[src/rtl/regfile_mp_if.sv]
// Bus bundle for regfile_mp: read ports, write port, scoreboard alloc and ready.
// The decode/writeback side uses the master modport and the register file uses the slave modport.
interface regfile_mp_if #(
  parameter int DATA_W = 32,
  parameter int ADDR_W = 5,
  parameter int NRD    = 2
);
  logic                   ready;
  logic [NRD*ADDR_W-1:0]  rd_addr;
  logic [NRD*DATA_W-1:0]  rd_data;
  logic [NRD-1:0]         rd_busy;
  logic                   wr_en;
  logic [ADDR_W-1:0]      wr_addr;
  logic [DATA_W-1:0]      wr_data;
  logic                   alloc_en;
  logic [ADDR_W-1:0]      alloc_addr;

  modport master (
    input  ready, rd_data, rd_busy,
    output rd_addr, wr_en, wr_addr, wr_data, alloc_en, alloc_addr
  );

  modport slave (
    output ready, rd_data, rd_busy,
    input  rd_addr, wr_en, wr_addr, wr_data, alloc_en, alloc_addr
  );
endinterface

[src/rtl/regfile_mp.sv]
// Parametrised multi-read-port register file with an optional zero register, write bypass
// and a per-entry pending scoreboard; storage is cleared by a one-entry-per-cycle sweep.
module regfile_mp #(
  parameter int DATA_W   = 32,
  parameter int ADDR_W   = 5,
  parameter int NRD      = 2,
  parameter int ZERO_REG = 1,
  parameter int BYPASS   = 1
) (
  input  logic          clk,
  input  logic          rst,
  regfile_mp_if.slave   bus
);
  localparam int DEPTH = 1 << ADDR_W;

  typedef enum logic [1:0] {
    ST_CLEAR = 2'd0,
    ST_READY = 2'd1
  } state_e;

  state_e              state_q, state_d;
  logic [ADDR_W-1:0]   cnt_q, cnt_d;
  logic [DEPTH-1:0]    pend_q, pend_d;
  logic [DATA_W-1:0]   mem_q [DEPTH];

  logic                mem_we;
  logic [ADDR_W-1:0]   mem_waddr;
  logic [DATA_W-1:0]   mem_wdata;

  logic [NRD*DATA_W-1:0] rd_data_s;
  logic [NRD-1:0]        rd_busy_s;
  logic [ADDR_W-1:0]     rd_addr_s;

  function automatic logic zero_blocked(input logic [ADDR_W-1:0] a);
    return (ZERO_REG != 0) && (a == {ADDR_W{1'b0}});
  endfunction

  // Next state, sweep counter, scoreboard and the single RAM write port.
  always_comb begin
    state_d   = state_q;
    cnt_d     = cnt_q;
    pend_d    = pend_q;
    mem_we    = 1'b0;
    mem_waddr = bus.wr_addr;
    mem_wdata = bus.wr_data;
    case (state_q)
      ST_CLEAR: begin
        mem_we    = 1'b1;
        mem_waddr = cnt_q;
        mem_wdata = {DATA_W{1'b0}};
        cnt_d     = cnt_q + ADDR_W'(1);
        if (cnt_q == ADDR_W'(DEPTH - 1)) begin
          state_d = ST_READY;
        end else begin
          state_d = ST_CLEAR;
        end
      end
      ST_READY: begin
        state_d = ST_READY;
        if (bus.wr_en && !zero_blocked(bus.wr_addr)) begin
          mem_we                = 1'b1;
          pend_d[bus.wr_addr]   = 1'b0;
        end else begin
          mem_we = 1'b0;
        end
        // Alloc is applied after the write so a same-cycle newer producer wins.
        if (bus.alloc_en && !zero_blocked(bus.alloc_addr)) begin
          pend_d[bus.alloc_addr] = 1'b1;
        end else begin
          pend_d = pend_d;
        end
      end
      default: begin
        state_d = ST_CLEAR;
        cnt_d   = {ADDR_W{1'b0}};
      end
    endcase
  end

  // Control state registers with synchronous reset.
  always_ff @(posedge clk) begin
    if (rst) begin
      state_q <= ST_CLEAR;
      cnt_q   <= {ADDR_W{1'b0}};
      pend_q  <= {DEPTH{1'b0}};
    end else begin
      state_q <= state_d;
      cnt_q   <= cnt_d;
      pend_q  <= pend_d;
    end
  end

  // Storage array without reset so it maps onto RAM.
  always_ff @(posedge clk) begin
    if (!rst && mem_we) begin
      mem_q[mem_waddr] <= mem_wdata;
    end
  end

  // Independent combinational read ports.
  always_comb begin
    rd_data_s = {(NRD*DATA_W){1'b0}};
    rd_busy_s = {NRD{1'b0}};
    rd_addr_s = {ADDR_W{1'b0}};
    for (int k = 0; k < NRD; k++) begin
      rd_addr_s = bus.rd_addr[k*ADDR_W +: ADDR_W];
      if (state_q != ST_READY) begin
        rd_data_s[k*DATA_W +: DATA_W] = {DATA_W{1'b0}};
        rd_busy_s[k]                  = 1'b0;
      end else if (zero_blocked(rd_addr_s)) begin
        rd_data_s[k*DATA_W +: DATA_W] = {DATA_W{1'b0}};
        rd_busy_s[k]                  = 1'b0;
      end else if ((BYPASS != 0) && bus.wr_en && (bus.wr_addr == rd_addr_s)) begin
        rd_data_s[k*DATA_W +: DATA_W] = bus.wr_data;
        rd_busy_s[k]                  = 1'b0;
      end else begin
        rd_data_s[k*DATA_W +: DATA_W] = mem_q[rd_addr_s];
        rd_busy_s[k]                  = pend_q[rd_addr_s];
      end
    end
  end

  assign bus.rd_data = rd_data_s;
  assign bus.rd_busy = rd_busy_s;
  assign bus.ready   = (state_q == ST_READY);
endmodule

[src/flat_wrapper.sv]
// flat-port wrapper written by rule: the top's interface ports become plain ports
module regfile_mp_flat 
#(
  parameter int DATA_W   = 32,
  parameter int ADDR_W   = 5,
  parameter int NRD      = 2,
  parameter int ZERO_REG = 1,
  parameter int BYPASS   = 1
)
  (clk, rst, bus_ready, bus_rd_data, bus_rd_busy, bus_rd_addr, bus_wr_en, bus_wr_addr, bus_wr_data, bus_alloc_en, bus_alloc_addr);
  regfile_mp_if #(.DATA_W(DATA_W), .ADDR_W(ADDR_W), .NRD(NRD)) bus_i ();
  input  logic clk;
  input  logic rst;
  output wire logic [$bits(bus_i.ready)-1:0] bus_ready;
  output wire logic [$bits(bus_i.rd_data)-1:0] bus_rd_data;
  output wire logic [$bits(bus_i.rd_busy)-1:0] bus_rd_busy;
  input wire logic [$bits(bus_i.rd_addr)-1:0] bus_rd_addr;
  input wire logic [$bits(bus_i.wr_en)-1:0] bus_wr_en;
  input wire logic [$bits(bus_i.wr_addr)-1:0] bus_wr_addr;
  input wire logic [$bits(bus_i.wr_data)-1:0] bus_wr_data;
  input wire logic [$bits(bus_i.alloc_en)-1:0] bus_alloc_en;
  input wire logic [$bits(bus_i.alloc_addr)-1:0] bus_alloc_addr;
  assign bus_ready = bus_i.ready;
  assign bus_rd_data = bus_i.rd_data;
  assign bus_rd_busy = bus_i.rd_busy;
  assign bus_i.rd_addr = bus_rd_addr;
  assign bus_i.wr_en = bus_wr_en;
  assign bus_i.wr_addr = bus_wr_addr;
  assign bus_i.wr_data = bus_wr_data;
  assign bus_i.alloc_en = bus_alloc_en;
  assign bus_i.alloc_addr = bus_alloc_addr;
  regfile_mp #(.DATA_W(DATA_W), .ADDR_W(ADDR_W), .NRD(NRD), .ZERO_REG(ZERO_REG), .BYPASS(BYPASS)) u_core (.clk(clk), .rst(rst), .bus(bus_i));
endmodule
[config.mk]
export PLATFORM = sky130hd
export DESIGN_NAME = regfile_mp_flat
export DESIGN_NICKNAME = d
export VERILOG_FILES = /design/src/rtl/regfile_mp_if.sv /design/src/rtl/regfile_mp.sv /design/src/flat_wrapper.sv
export SDC_FILE = /design/constraint.sdc
export NUM_CORES = 1
export LEC_CHECK = 0
export ABC_CLOCK_PERIOD_IN_PS = 4390
export BUFFER_PORTS_ARGS = -buffer_cell sky130_fd_sc_hd__buf_2
export CAP_MARGIN = 20
export CORE_ASPECT_RATIO = 2
export CORE_MARGIN = 3
export CORE_UTILIZATION = 40
export DETAILED_ROUTE_END_ITERATION = 16
export GPL_ROUTABILITY_DRIVEN = 1
export RECOVER_POWER = 100
export SETUP_SLACK_MARGIN = 0.02
export SLEW_MARGIN = 20
export SYNTH_ARGS = -nofsm -noshare
export SYNTH_HDL_FRONTEND = slang
export SYNTH_SLANG_ARGS = --single-unit
[constraint.sdc]
create_clock -name clk -period 4.39 [get_ports clk]
set_clock_uncertainty 0.2 [all_clocks]
set_input_delay 0.878 -clock clk [delete_from_list [all_inputs] [get_ports clk]]
set_output_delay 0.878 -clock clk [all_outputs]
set_load 0.01 [all_outputs]
# == After elaboration in Yosys (flattened, before gate mapping) ==
# Memory sizes are Yosys's and may differ from the RTL's.
# Cells that the tools add are included.
# word_totals
register_bits,39
ramBits,1024
in_bits,56
out_inout_bits,67
wordCells,66
n_memories,1
# classes
add_sub_neg,1
n_lt_le_gt_ge,6
n_eq_ne,5
n_mux,32
bitwise_logic,3
n_reduce_logical,15
# mem_list
name,depth,word_bits,rd,rd_clocked_by_memory_dff,wr,line_no,rtl
u_core.mem_q,32,32,2,0,1,regfile_mp.sv:24,logic [DATA_W-1:0] mem_q [DEPTH];
# op_table
cell,count
$mux W32,10
$and A32 B32 Y32,1
$not A32 Y32,1
$or A32 B32 Y32,1
$lt A5 B6 Y1 const B,4
$logic_not A5 Y1,4
$mux W1,14
$bmux W1 S5,2
$demux W1 S5,2
$eq A5 B5 Y1,2
$ge A5 B1 Y1 const B,2
$pmux W5 S2,1
$logic_and A1 B1 Y1,7
$add A5 B1 Y5 const B,1
$eq A5 B5 Y1 const B,1
$mux W5,1
$pmux W1 S2,2
$logic_not A1 Y1,3
$eq A2 B1 Y1 const B,1
$logic_not A2 Y1,1
$ne A2 B1 Y1 const B,1

# == Longest topological paths before layout ==
# logic_depth
depth_word,10
ltp_mapped,10
ltp_nobuf,5

# == Worst setup path after synthesis ==
# Ideal clock, no wire load.
# synth_path
path_kind,input port to flip-flop
from,input port bus_wr_addr[2]
to,"memory u_core.mem_q[22][0], enable pin"
setup_ns,0.421
t_arrival_ns,3.112
required_ns,3.769
path_slack_ns,0.657
stages,6
cell_sequence,clkbuf_1 -> or4_1 -> nand3b_1 -> a21oi_1 -> nand2_1 -> nor2_1
# synth_via
elab_chain_cells,8
elab_cells_between_ends,9
cone_classes,mux (5); reduce/logical (4)
# synth_rtl
item,line_no,rtl
from (decl),flat_wrapper.sv:19,input wire logic [$bits(bus_i.wr_addr)-1:0] bus_wr_addr;
$logic_not A5 Y1,regfile_mp.sv:35,return (ZERO_REG != 0) && (a == {ADDR_W{1'b0}});
$logic_not A1 Y1,regfile_mp.sv:60,if (bus.wr_en && !zero_blocked(bus.wr_addr)) begin
$logic_and A1 B1 Y1,regfile_mp.sv:60,
$mux W1,regfile_mp.sv:60,
$pmux W1 S2,regfile_mp.sv:46,case (state_q)
$logic_and A1 B1 Y1,regfile_mp.sv:95,if (!rst && mem_we) begin
$mux W1,regfile_mp.sv:95,
$mux W1 (implied by the code),regfile_mp.sv:96,mem_q[mem_waddr] <= mem_wdata;
to (decl),regfile_mp.sv:24,
# Several ways; a longest one is shown, not always the timed one.

# == Worst setup path in the final report ==
# layout_path
from,input port bus_rd_addr[9]
to,output port bus_rd_data[37]
# layout_via
elab_chain_cells,5
elab_cells_between_ends,7
cone_classes,eq/ne (1); mux (3); reduce/logical (2); memory (1)
# layout_rtl
item,line_no,rtl
from (decl),flat_wrapper.sv:17,input wire logic [$bits(bus_i.rd_addr)-1:0] bus_rd_addr;
branches (longest 3 deep; another with $mem_v2 Z32 W32),-,
$mux W32 (*),regfile_mp.sv:110,end else if (zero_blocked(rd_addr_s)) begin
$mux W32 (*),regfile_mp.sv:107,if (state_q != ST_READY) begin
to (decl),flat_wrapper.sv:15,output wire logic [$bits(bus_i.rd_data)-1:0] bus_rd_data;
# Mark *: on every way between the ends.

==> reports/metrics.csv <==
stage,metric,value,unit
run_status,status,"complete, but fails checks",
run_status,failing checks,"capacitance limit, slew limit, setup timing",
clock_network,Max clock buf depth,3,
global_routing,grt met3 use,5.36,%
cells_and_area,Finished Layout Cells,4963,
global_routing,first-pass GRT wire length,262000,um
power_and_ir_drop,Max IR drop VDD,0.000292,V
yosys,ys async rst share,0,%
placed_design,Place WS,0.0412,ns
global_routing,GRT Util Overall,28.3,%
timing,RSZ-0062 raised after global routing,false,
clock_network,CTS tree,yes,
drt,via/cell ratio,6.73,
setup_path,Critical Path Max Stage Delay,0.78,ns
clock_network,CTS Sinks,1062,
placed_design,hpwl dp,118000,um
timing,"Slew Viols, Final",921,
yosys,sequential fraction of the synthesis area,62.1,%
yosys,post-synth top area share,60.6,%
yosys,synth warn,0,
timing,final setup TNS,-0.0390,ns
hold_path,hold_sp,u_core.pend_q[0],
timing,endpoints failing setup,1,
floorplan,Die Y,510,um
timing,Fmax,226,MHz
yosys,mapped cell area,50700,um2
drt,Routed WL,188000,um
hold_path,hold crit path type,register to register,
yosys,Post-synth EDFFs,1024,
timing,min cycle time layout,4.43,ns
drt,DR pass1 iterations,6,
yosys,syn avg cell area,17.0,um2
drt,Iter 0 DRT Violations,3903,
timing,final hold violations,0,
setup_path,CP required,3.31,ns
setup_path,CP max-delay cell,nor2_4,
setup_path,Critical Path AT,3.35,ns
floorplan,I/O pin cnt,123,
cells_and_area,Reg area,31500,um2
timing,worst-margin pin slew,1.79,ns
cells_and_area,Area Overhead vs Synth,14.5,%
drt,DRC viols,0,
clock_network,Root Driver,clkbuf_16,
clock_network,H-tree depth,3,
setup_path,crit path cell chain,buf_4 -> xor2_1 -> nor4_1 -> nand3_2 -> nor2_4 -> buf_12 -> o32a_1 -> clkbuf_2,
clock_network,CTS clock-pin slew for the worst setup and hold paths,0.06,ns
floorplan,die width,258,um
yosys,Synth Register Bits,1062,
global_routing,GR Overflow Total,0,
drt,Antenna Nets Post-Route,0,
yosys,cell taking the most area after synthesis,edfxtp_1,
floorplan,row cnt,184,
hold_path,hold endpoint,u_core.pend_q[0],
power_and_ir_drop,total chip power,21.3,mW
global_routing,initial antenna violation count,6,
timing,Final Cycle Share,101,%
floorplan,core area,126000,um2
floorplan,starting utilization of the core area,40.3,%
cells_and_area,Final #Nets,3267,
timing,setup slack after layout,-0.0390,ns
cells_and_area,layout cells sized above 1,27.8,%
power_and_ir_drop,P_leak,18.6,nW
yosys,most frequent cell after synthesis,edfxtp_1,
global_routing,Top Usage Layer GRT,met2,
yosys,Syn Nets,3044,
clock_network,hold_buf cts,0,
yosys,Post-synth top flop,edfxtp_1,
setup_path,CP Launch Type,input port,
flow_run,max capacitance violation total,29,
power_and_ir_drop,Pwr per Cell Area,366,nW/um2
hold_path,Hold Crit Depth,1,
drt,DR WL/cell,37.8,um
timing,Hold WS,0.294,ns
placed_design,GPL Wtd Cong,0.893,
timing,slew margin rel.,-19.4,%
global_routing,GR Util met2,48.6,%
cells_and_area,area occupied by multi-input gates,18100,um2
yosys,commonest cells in the netlist,"1024 x edfxtp_1, 383 x mux4_2, 309 x mux2i_1",
setup_path,crit end category,output pin,
setup_path,reg2reg start,u_core.state_q[0],
yosys,"top cells by area, synth","edfxtp_1 61%, mux4_2 17%, mux2i_1 6.1%",
drt,routed vias,33388,
setup_path,register-to-register path setup slack,0.15,ns
global_routing,vias in the first global route,35276,
cells_and_area,fillers,10835,
global_routing,met1 Usage GRT,31.5,%
clock_network,TritonCTS Buffers,91,
clock_network,Worst-Skew Late Latency,0.69,ns
placed_design,placed cell count,4787,
placed_design,# port buffers,122,
setup_path,RR Endpoint,u_core.mem_q[28][11],
yosys,Mapped Cells,2986,
floorplan,Die Area,131000,um2
setup_path,kind of critical path,input port to output pin,
setup_path,Crit Path Max Fanout,17,
global_routing,pin count of the biggest net entering global routing,69,
yosys,Synth cell types,56,
setup_path,r2r worst-path depth,6,
-- cells by family after synthesis --
kind of cell	after synthesis	synth area share (%)
mux	695	23.2
xor+xnor	12	0.207
compound gates	568	7.72
simple gates	392	4.09
fa+ha+maj	2	0.0493
flops	1062	62.1
buf+inv	255	2.62
-- layer usage --
layer / vias up / share of wire, %
met5: - / 0.0064
met4: 2 / 8.9
met3: 771 / 8.5
met2: 2280 / 50
met1: 17313 / 33
li1: 13022 / -
-- per-stage QoR --
| step | utilization [%] | instance area [um2] |
|---|---|---|
| after floorplan | - | 50700 |
| after global placement | 44.1 | 55400 |
| after detailed placement | 44.1 | 55400 |
| after CTS | 46.6 | 58500 |
| after global routing | 46.2 | 58100 |
| final | 46.2 | 58100 |
-- how the worst max path moves through the flow --
stage / startpoint / endpoint / slack [ns] / cells after the start
floorplan: bus_wr_addr[2] / u_core.mem_q[22][0] / 0.66 / 6
global placement: bus_rd_addr[5] / bus_rd_data[49] / 0.04 / 9
detailed placement: bus_rd_addr[9] / bus_rd_data[37] / 0.04 / 8
CTS: u_core.state_q[0] / bus_rd_data[29] / 0.03 / 7
global route: bus_rd_addr[5] / bus_rd_data[62] / 0.02 / 9
finish: bus_rd_addr[9] / bus_rd_data[37] / -0.04 / 8
-- report_power, final --
part / leakage [nW] / total, mW / switching, mW / internal, mW
combinational: 7.79 / 1.57 / 0.889 / 0.680
sequential: 9.30 / 11.0 / 0.0323 / 11.0
clock: 1.51 / 8.67 / 3.83 / 4.84
-- critical path, delay by kind of cell --
kind	cells	cell delay [ns]
AND/OR/NAND/NOR	3	1.35
AO/OA/AOI/OAI	1	0.27
buffers and inverters	3	0.58
XOR/XNOR	1	0.24
-- registers in the layout, summed over array words and instances (netlist names) --
signal / cells
u_core.mem_q: 1024
u_core.state_q: 1
u_core.pend_q: 32
u_core.cnt_q: 5
-- placed cells by master, fill, tap and decap left out, types with 17 or more instances in the layout --
master / synthesis / routed
nor2_4: 1 / 20
nor3_1: 59 / 59
a211oi_1: 70 / 70
o32a_1: 59 / 59
mux2i_1: 309 / 309
buf_4: 27 / 135
buf_2: 94 / 82
a31oi_1: 47 / 46
edfxtp_1: 1024 / 1024
o22a_1: 48 / 48
clkinv_2: 0 / 17
a21oi_1: 35 / 35
o21ai_0: 91 / 90
and2_0: 0 / 35
o22ai_1: 153 / 153
clkbuf_4: 0 / 19
clkbuf_2: 1 / 33
dfxtp_1: 38 / 37
clkbuf_16: 0 / 94
mux4_2: 383 / 383
nor2b_1: 81 / 79
nand3_1: 26 / 24
buf_12: 0 / 59
nand2_1: 75 / 74
clkbuf_1: 105 / 54
nor2_1: 57 / 37
a22oi_1: 50 / 50
-- final cells by class --
type,count,share of cell area (%)
sequential,1062,54.3
multi-input combinational,1669,31.1
timing repair buffer,384,5.63
clock buffer,105,4.09
tap,1674,3.61
clock inverter,63,1.28
antenna,5,0.0215
inverter,1,0.00646
-- repair_timing --
action	CTS	global route
setup buffers	1	0
setup endpoints to repair	3	7
pin swaps	0	1
resized for setup	0	6
cloned	0	1
(Power assumes the default switching activity.)
